## config.mk

```make
export PLATFORM = sky130hd
export DESIGN_NAME = fetch_sequencer_flat
export DESIGN_NICKNAME = d
export VERILOG_FILES = /design/src/rtl/fetch_sequencer_if.sv /design/src/rtl/fetch_sequencer.sv /design/src/flat_wrapper.sv
export SDC_FILE = /design/constraint.sdc
export NUM_CORES = 1
export LEC_CHECK = 0
export BUFFER_PORTS_ARGS = -buffer_cell sky130_fd_sc_hd__clkbuf_2
export CORE_MARGIN = 5
export CORE_UTILIZATION = 40
export CTS_BUF_LIST = sky130_fd_sc_hd__clkbuf_4
export CTS_CLUSTER_SIZE = 40
export DETAILED_ROUTE_END_ITERATION = 10
export PLACE_DENSITY = 0.75
export SYNTH_ARGS = -nofsm -noshare
export SYNTH_HDL_FRONTEND = slang
export SYNTH_SLANG_ARGS = --single-unit
```

## constraint.sdc

```tcl
create_clock -name clk -period 3.05 [get_ports clk]
set_clock_uncertainty 0.05 [all_clocks]
set_input_delay 0.305 -clock clk [delete_from_list [all_inputs] [get_ports clk]]
set_output_delay 0.305 -clock clk [all_outputs]
set_load 0.05 [all_outputs]
```

## src/rtl/fetch_sequencer_if.sv

```systemverilog
// fetch_sequencer_if: memory bus, decoder and execute-stage signals for the fetch sequencer
//   bus_*   : byte read port (req/addr out, ack/rdata in from the master's view)
//   dec_*   : registered bytes to the decoder and its prefix/immediate answers
//   instr_* : assembled instruction with valid/ready handshake to execute
interface fetch_sequencer_if;
    logic        bus_req;
    logic [15:0] bus_addr;
    logic        bus_ack;
    logic [7:0]  bus_rdata;
    logic [7:0]  dec_opcode;
    logic [7:0]  dec_opext;
    logic        dec_need_opext;
    logic        dec_need_imm;
    logic        dec_imm_size;
    logic        instr_valid;
    logic        instr_ready;
    logic [7:0]  instr_opcode;
    logic [7:0]  instr_opext;
    logic [15:0] instr_imm;
    logic [2:0]  instr_len;
    logic [15:0] instr_pc;
    modport master (
        output bus_req, bus_addr, dec_opcode, dec_opext,
        output instr_valid, instr_opcode, instr_opext, instr_imm, instr_len, instr_pc,
        input  bus_ack, bus_rdata, dec_need_opext, dec_need_imm, dec_imm_size, instr_ready
    );
    modport slave (
        input  bus_req, bus_addr, dec_opcode, dec_opext,
        input  instr_valid, instr_opcode, instr_opext, instr_imm, instr_len, instr_pc,
        output bus_ack, bus_rdata, dec_need_opext, dec_need_imm, dec_imm_size, instr_ready
    );
endinterface

```

## src/rtl/fetch_sequencer.sv

```systemverilog
// fetch_sequencer: S1C88 instruction-fetch sequencer assembling opcode/opext/immediate bytes
//   clk, rst         : clock, asynchronous active-high reset
//   i_pc_load        : redirect strobe, wins in every state
//   i_pc_load_value  : redirect target
//   o_pc             : current fetch PC
//   io               : bus, decoder and instruction handshake (master side)
module fetch_sequencer #(
    parameter logic [15:0] RESET_PC = 16'h0000
) (
    input  logic                clk,
    input  logic                rst,
    input  logic                i_pc_load,
    input  logic [15:0]         i_pc_load_value,
    output logic [15:0]         o_pc,
    fetch_sequencer_if.master   io
);
    typedef enum logic [2:0] {
        IDLE, FETCH_OP, EVAL, FETCH_EXT, FETCH_IMM0, FETCH_IMM1, ISSUE
    } state_t;
    state_t      r_state;
    state_t      w_nxt;
    logic [15:0] r_pc;
    logic [15:0] r_ipc;
    logic [15:0] r_imm;
    logic [7:0]  r_opcode;
    logic [7:0]  r_opext;
    logic [2:0]  r_len;
    logic        r_ext_done;
    logic        r_bus_req;
    logic        r_valid;
    logic        w_ack;
    assign w_ack = r_bus_req && io.bus_ack;
    always_comb begin
        w_nxt = r_state;
        case (r_state)
            IDLE:       w_nxt = FETCH_OP;
            FETCH_OP:   w_nxt = w_ack ? EVAL : FETCH_OP;
            EVAL:       w_nxt = (io.dec_need_opext && !r_ext_done) ? FETCH_EXT :
                                io.dec_need_imm ? FETCH_IMM0 : ISSUE;
            FETCH_EXT:  w_nxt = w_ack ? EVAL : FETCH_EXT;
            FETCH_IMM0: w_nxt = w_ack ? (io.dec_imm_size ? FETCH_IMM1 : ISSUE) : FETCH_IMM0;
            FETCH_IMM1: w_nxt = w_ack ? ISSUE : FETCH_IMM1;
            ISSUE:      w_nxt = io.instr_ready ? FETCH_OP : ISSUE;
            default:    w_nxt = IDLE;
        endcase
        if (i_pc_load)
            w_nxt = FETCH_OP;
    end
    // bus_req and instr_valid are registered from the next state so no input reaches an output
    always_ff @(posedge clk or posedge rst) begin
        if (rst) begin
            r_state    <= IDLE;
            r_pc       <= RESET_PC;
            r_ipc      <= '0;
            r_imm      <= '0;
            r_opcode   <= '0;
            r_opext    <= '0;
            r_len      <= '0;
            r_ext_done <= 1'b0;
            r_bus_req  <= 1'b0;
            r_valid    <= 1'b0;
        end else begin
            r_state   <= w_nxt;
            r_bus_req <= w_nxt inside {FETCH_OP, FETCH_EXT, FETCH_IMM0, FETCH_IMM1};
            r_valid   <= w_nxt == ISSUE;
            if (i_pc_load) begin
                r_pc <= i_pc_load_value;
            end else if (w_ack) begin
                r_pc  <= r_pc + 16'd1;
                r_len <= r_state == FETCH_OP ? 3'd1 : r_len + 3'd1;
                case (r_state)
                    FETCH_OP: begin
                        r_opcode   <= io.bus_rdata;
                        r_opext    <= '0;
                        r_imm      <= '0;
                        r_ext_done <= 1'b0;
                        r_ipc      <= r_pc;
                    end
                    FETCH_EXT: begin
                        r_opext    <= io.bus_rdata;
                        r_ext_done <= 1'b1;
                    end
                    FETCH_IMM0: r_imm[7:0]  <= io.bus_rdata;
                    FETCH_IMM1: r_imm[15:8] <= io.bus_rdata;
                    default: ;
                endcase
            end
        end
    end
    assign o_pc            = r_pc;
    assign io.bus_req      = r_bus_req;
    assign io.bus_addr     = r_pc;
    assign io.dec_opcode   = r_opcode;
    assign io.dec_opext    = r_opext;
    assign io.instr_valid  = r_valid;
    assign io.instr_opcode = r_opcode;
    assign io.instr_opext  = r_opext;
    assign io.instr_imm    = r_imm;
    assign io.instr_len    = r_len;
    assign io.instr_pc     = r_ipc;
endmodule

```

## src/flat_wrapper.sv

```systemverilog
// flat-port wrapper written by rule: the top's interface ports become plain ports
module fetch_sequencer_flat 
#(
    parameter logic [15:0] RESET_PC = 16'h0000
)
  (clk, rst, i_pc_load, i_pc_load_value, o_pc, io_bus_req, io_bus_addr, io_dec_opcode, io_dec_opext, io_instr_valid, io_instr_opcode, io_instr_opext, io_instr_imm, io_instr_len, io_instr_pc, io_bus_ack, io_bus_rdata, io_dec_need_opext, io_dec_need_imm, io_dec_imm_size, io_instr_ready);
  fetch_sequencer_if io_i ();
  input  logic clk;
  input  logic rst;
  input  logic i_pc_load;
  input  logic [15:0] i_pc_load_value;
  output logic [15:0] o_pc;
  output wire logic [$bits(io_i.bus_req)-1:0] io_bus_req;
  output wire logic [$bits(io_i.bus_addr)-1:0] io_bus_addr;
  output wire logic [$bits(io_i.dec_opcode)-1:0] io_dec_opcode;
  output wire logic [$bits(io_i.dec_opext)-1:0] io_dec_opext;
  output wire logic [$bits(io_i.instr_valid)-1:0] io_instr_valid;
  output wire logic [$bits(io_i.instr_opcode)-1:0] io_instr_opcode;
  output wire logic [$bits(io_i.instr_opext)-1:0] io_instr_opext;
  output wire logic [$bits(io_i.instr_imm)-1:0] io_instr_imm;
  output wire logic [$bits(io_i.instr_len)-1:0] io_instr_len;
  output wire logic [$bits(io_i.instr_pc)-1:0] io_instr_pc;
  input wire logic [$bits(io_i.bus_ack)-1:0] io_bus_ack;
  input wire logic [$bits(io_i.bus_rdata)-1:0] io_bus_rdata;
  input wire logic [$bits(io_i.dec_need_opext)-1:0] io_dec_need_opext;
  input wire logic [$bits(io_i.dec_need_imm)-1:0] io_dec_need_imm;
  input wire logic [$bits(io_i.dec_imm_size)-1:0] io_dec_imm_size;
  input wire logic [$bits(io_i.instr_ready)-1:0] io_instr_ready;
  assign io_bus_req = io_i.bus_req;
  assign io_bus_addr = io_i.bus_addr;
  assign io_dec_opcode = io_i.dec_opcode;
  assign io_dec_opext = io_i.dec_opext;
  assign io_instr_valid = io_i.instr_valid;
  assign io_instr_opcode = io_i.instr_opcode;
  assign io_instr_opext = io_i.instr_opext;
  assign io_instr_imm = io_i.instr_imm;
  assign io_instr_len = io_i.instr_len;
  assign io_instr_pc = io_i.instr_pc;
  assign io_i.bus_ack = io_bus_ack;
  assign io_i.bus_rdata = io_bus_rdata;
  assign io_i.dec_need_opext = io_dec_need_opext;
  assign io_i.dec_need_imm = io_dec_need_imm;
  assign io_i.dec_imm_size = io_dec_imm_size;
  assign io_i.instr_ready = io_instr_ready;
  fetch_sequencer #(.RESET_PC(RESET_PC)) u_core (.clk(clk), .rst(rst), .i_pc_load(i_pc_load), .i_pc_load_value(i_pc_load_value), .o_pc(o_pc), .io(io_i));
endmodule
```

; ---- Word level (Yosys, flattened, before mapping)
; Index checks and enable logic that the tools add are counted.
[classes]
n_reduce_logical = 14
n_bitwise = 1
addsub = 2
mux = 17
eq_ne = 11
[op_table]
columns = op, n
row1 = 8-bit case mux with 2 select lines, 3
row2 = 16-bit two-way mux, 2
row3 = 3-bit case mux with 7 select lines, 1
row4 = 3-bit == test (second input constant), 6
row5 = 16-bit by 1-bit adder with 16-bit output (second input constant), 1
row6 = 3-bit two-way mux, 5
row7 = 3-bit AND reduction, 4
row8 = 3-bit by 2-bit == test with 1-bit output (second input constant), 3
row9 = 2-bit two-way mux, 4
row10 = 2-bit nonzero test, 4
row11 = 3-bit by 1-bit == test with 1-bit output (second input constant), 2
row12 = 4-bit nonzero test, 1
row13 = 3-bit by 1-bit adder with 3-bit output (second input constant), 1
row14 = 3-bit logical NOT, 1
row15 = 1-bit logical AND, 2
row16 = 1-bit case mux with 2 select lines, 1
row17 = 2-bit AND reduction, 1
row18 = 1-bit logical NOT, 1
row19 = 1-bit two-way mux, 1
row20 = 1-bit inverter, 1
[word_totals]
out_inout_bits = 101
word_cells = 56
input_bits = 32
ff_bits = 73

; ---- Logic depth before layout (Yosys ltp)
[depth]
ltp_word = 7
depth_mapped = 6
ltp_nobuf = 5

; ---- Least setup slack after synthesis
; OpenSTA, ideal clock, no wires.
[synth_timing]
kind = register to register
startpoint = register u_core.r_bus_req, in the netlist u_core.io.bus_req
endpoint = register u_core.r_ipc[15], in the netlist u_core.io.instr_pc[15]
t_arrival_ns = 1.925
setup_ns = 0.128
synth_period_minus_slack_ns = 2.102
slack_ns = 0.948
path_stages_with_launch = 7
t_required_ns = 2.872
path_buffers = 2
cell_sequence = dfrtp_1 nand2_2 nor4_4 and2_1 buf_6 buf_8 mux2_1
[synth_between]
elab_chain_len = 2
[synth_lines]
columns = element, line
row1 = start: declaration, fetch_sequencer.sv:29  ; logic r_bus_req;
row2 = start signal: assignment, fetch_sequencer.sv:64  ; r_bus_req <= w_nxt inside {FETCH_OP, FETCH_EXT, FETCH_IMM0, FETCH_IMM1};
row3 = 1-bit logical AND, fetch_sequencer.sv:32  ; assign w_ack = r_bus_req && io.bus_ack;
row4 = 3-bit AND reduction (no line), -
row5 = end signal: assignment, fetch_sequencer.sv:77  ; r_ipc <= r_pc;
row6 = end: declaration, fetch_sequencer.sv:23  ; logic [15:0] r_ipc;
; No other way between the ends.
; A chain may end at the register's enable or synchronous reset.

; ---- Worst setup path in the final report
[layout_timing]
startpoint = register u_core.r_state[2]
endpoint = register u_core.r_ipc[9], in the netlist u_core.io.instr_pc[9]
[layout_between]
elab_chain_len = 2
[layout_lines]
columns = element, line
row1 = start: declaration, fetch_sequencer.sv:20  ; state_t r_state;
row2 = start signal: assignment, fetch_sequencer.sv:63  ; r_state <= w_nxt;
row3 = 3-bit by 1-bit == test with 1-bit output, fetch_sequencer.sv:71  ; case (r_state)
row4 = 3-bit AND reduction (no line), -
; No other way between the ends.

==> impl_metrics.tcl <==
set metrics [dict create \
    cp.required_ns 3.30 \
    antenna_found_initial 1 \
    maxSlewViolCount 0 \
    irDropWorstVdd_v 0.0003635 \
    slowest_delay_ns 0.63 \
    path_class "flop to flop" \
    worstSetupStartpoint "u_core.r_state[2]" \
    grt_max_degree 36 \
    power.total_uw 3734 \
    p_leak_uw 0.002050 \
    relSlewSlack 0.5067 \
    layout_min_cycle_time_ns 2.198 \
    postSynthAreaPerCell_um2 10.31 \
    powerDensity_mw_per_mm2 882.0 \
    syn_area_mm2 0.003566 \
    num_io_pins 133 \
    setup_violations 0 \
    synth_cell_types 42 \
    ff2ff_path_depth 5 \
    wl_per_cell_um 15.72 \
    ys.flop_type "dfrtp_1" \
    drt_iter0_drc 162 \
    setup_tns_ns 0 \
    ant_nets 0 \
    max_cap_violations 0 \
    r2r-end "u_core.io.instr_pc[9]" \
    syn2layout_area_growth_pct 18.74 \
    hpwlAfterDp_um 6749 \
    ys_ff_latch 73 \
    critPathTopFamily "flip-flops" \
    cts_setup_buffers 0 \
    die_h_um 104.4 \
    path_clk_slew_ns 0.12 \
    dr.pass1.iters 6 \
    fp.coreArea_mm2 0.008721 \
    final_nets 481 \
    min_to "u_core.io.bus_addr[10]" \
    synth_top_family_by_area "simple AND/OR/NAND/NOR gates" \
    synth_edf_count 0 \
    synth-simple-area-share 0.1491 \
    outcome "complete, no violations" \
    initial_core_util 0.4089 \
    ys_seq_area_frac 0.5123 \
    cp_cell_sequence "nor4_4 -> buf_4 -> and2_1 -> buf_4 -> mux2_2" \
    grt_pass1_vias 2714 \
    r2r_start "u_core.r_state[2]" \
    gp_congestion 0.7788 \
    dieArea_mm2 0.01090 \
    ctsLongestPathBuffers 2 \
    whs_path_depth 3 \
    slowest_stage "dfrtp_1" \
    clock.fmax_ghz 0.4550 \
    wl_um 8817 \
    cts-root-buf "clkbuf_4" \
    syn-num-nets 380 \
    drc 0 \
    start_kind "flop" \
    grt_pass1_wl_um 14130 \
    worstMarginPinSlew_ns 0.7388 \
    crit_arrival_ns 2.45 \
    cts.sinks 73 \
    rows 34 \
    min_from "i_pc_load_value[10]" \
    htree_num_levels 3 \
    port_buffers 132 \
    end_kind "flop" \
    hold_class "input pin to flop" \
    crit_buf_inv 2 \
    layout-drive-gt1-share 0.3960 \
    gr-total-overflow 0 \
    viasPerCell 4.991 \
    cp_max_fo 19 \
    synthAdderAreaFrac 0.007018 \
    via_count 2800 \
    clk_latency_ns 0.41 \
    netlist_instances 346 \
    async_reset_ff_frac 1.000 \
    muxShareOfSynthArea 0.09825 \
    hold_viol 0 \
    fin_crit_sh 0.7205 \
    yosys.area_share.xor_xnor 0.03684 \
    cts_tree "yes" \
    rsz0062_at_grt "false" \
    ys.warnings.count 0 \
    synth-compound-area-share 0.08105 \
    die_x_um 104.4 \
    grt.total_usage 0.1599 \
    crit_top_cell "buf_4" \
    r2r_slack_ns 0.85 \
    cts_made_buffers 9 \
]
## metrics by stage
| stage | instances | hold slack (ns) | utilization | setup WS (ns) | cell area (µm²) |
|---|---|---|---|---|---|
| floorplan | 346 | 0.3749 | - | 0.8417 | 3566 |
| global placement | 543 | 0.4012 | 0.4654 | 0.9728 | 4059 |
| detailed placement | 543 | 0.4050 | 0.4654 | 0.8817 | 4059 |
| CTS | 560 | 0.02369 | 0.4852 | 0.8592 | 4232 |
| global route | 561 | 0.04090 | 0.4855 | 0.7266 | 4234 |
| finish | 561 | 0.04364 | 0.4855 | 0.8524 | 4234 |
## worst max path at each step
stage | end | slack (ns) | cells after the start
2_1_floorplan | u_core.io.bus_addr[0] | 0.84 | 1
3_3_place_gp | u_core.io.instr_pc[14] | 0.97 | 5
3_5_place_dp | u_core.io.instr_pc[9] | 0.88 | 5
4_1_cts | u_core.io.instr_pc[9] | 0.86 | 5
5_1_grt | u_core.io.instr_pc[9] | 0.73 | 5
6_report | u_core.io.instr_pc[9] | 0.85 | 5
## sequential cells by signal, summed over array words and instances (netlist names)
register,cells
u_core.io.instr_valid,1
u_core.io.instr_imm,16
u_core.io.dec_opcode,8
u_core.io.instr_len,3
u_core.r_state,3
u_core.io.bus_addr,16
u_core.r_ext_done,1
u_core.io.instr_pc,16
u_core.io.bus_req,1
u_core.io.dec_opext,8
## cell type report
| cell class | count | area (µm²) |
|---|---|---|
| Fill cell | 791 | 4487 |
| Clock buffer | 9 | 67.56 |
| Tap cell | 108 | 135.1 |
| Multi-Input combinational cell | 207 | 1328 |
| Clock inverter | 7 | 95.09 |
| Sequential cell | 73 | 1827 |
| Inverter | 17 | 63.81 |
| Timing Repair Buffer | 139 | 715.7 |
| Antenna cell | 1 | 2.502 |
## report_power, final
part	internal, µW	switching, µW	total (µW)	leakage [µW]
Sequential	1170	194	1360	0.000923
Clock	332	345	677	0.0000859
Combinational	401	1290	1690	0.00104
Total	1900	1830	3730	0.00205
## placed cells by master, fill, tap and decap left out, types with 2 or more instances in the layout
master | Yosys | layout
a21oi_1 | 2 | 2
nor4_1 | 4 | 4
clkbuf_4 | 0 | 9
dfrtp_1 | 73 | 73
xor2_1 | 4 | 4
clkinv_2 | 0 | 2
clkbuf_2 | 0 | 132
nand2_1 | 54 | 54
inv_2 | 1 | 2
o21ai_1 | 3 | 3
bufinv_16 | 0 | 2
nand2b_1 | 3 | 3
mux2_4 | 10 | 10
mux2_2 | 9 | 9
mux2i_1 | 2 | 2
mux2_1 | 7 | 7
xnor2_1 | 11 | 11
nor2_1 | 9 | 9
o21ai_0 | 39 | 39
nor3_1 | 4 | 4
clkinv_4 | 0 | 2
nor2b_1 | 2 | 2
ha_1 | 2 | 2
nand3_1 | 18 | 18
nand4_1 | 8 | 8
buf_4 | 32 | 6
and2_1 | 2 | 2
inv_1 | 16 | 15
## kinds of logic after synthesis
kind of cell,after synthesis
DFF,73
adders and majority gates,2
and+or+nand+nor,110
buffers and inverters,66
muxes,28
AOI/OAI and AO/OA,52
xor gates and xnor gates,15
## tightest hold or removal path: cells and delay by family
kind / cells / cell delay (ns)
buffers and inverters: 1 / 0.07
AO/OA/AOI/OAI: 1 / 0.06
AND/OR/NAND/NOR: 1 / 0.04
## per-layer routing
metal,global-route usage,share of wire
met5,0,0
met3,0.03724,0.057
met4,0.07216,0.017
met1,0.1985,0.41
met2,0.2633,0.52
## cells in the mapped netlist, drive strengths merged (2+ instances only)
library cell / count / area share
buf: 37 / 0.085
mux2i: 2 / 0.0056
a21oi: 2 / 0.0028
and2: 2 / 0.0035
ha: 2 / 0.0070
xor2: 4 / 0.0098
dfrtp: 73 / 0.51
xnor2: 11 / 0.027
inv: 17 / 0.018
nand3: 18 / 0.025
nor2b: 2 / 0.0035
nand2: 55 / 0.059
o21ai: 42 / 0.059
clkbuf: 12 / 0.013
nand4: 8 / 0.014
mux2: 26 / 0.093
nor4: 5 / 0.013
nand2b: 3 / 0.0053
nor2: 9 / 0.0095
nor3: 5 / 0.0084
## timing repair
action / CTS / global route
gates resized for setup: 0 / 0
hold endpoints to repair: 33 / 0
hold buffers: 1 / 0
Note: power is estimated with default switching activity, not from simulation.
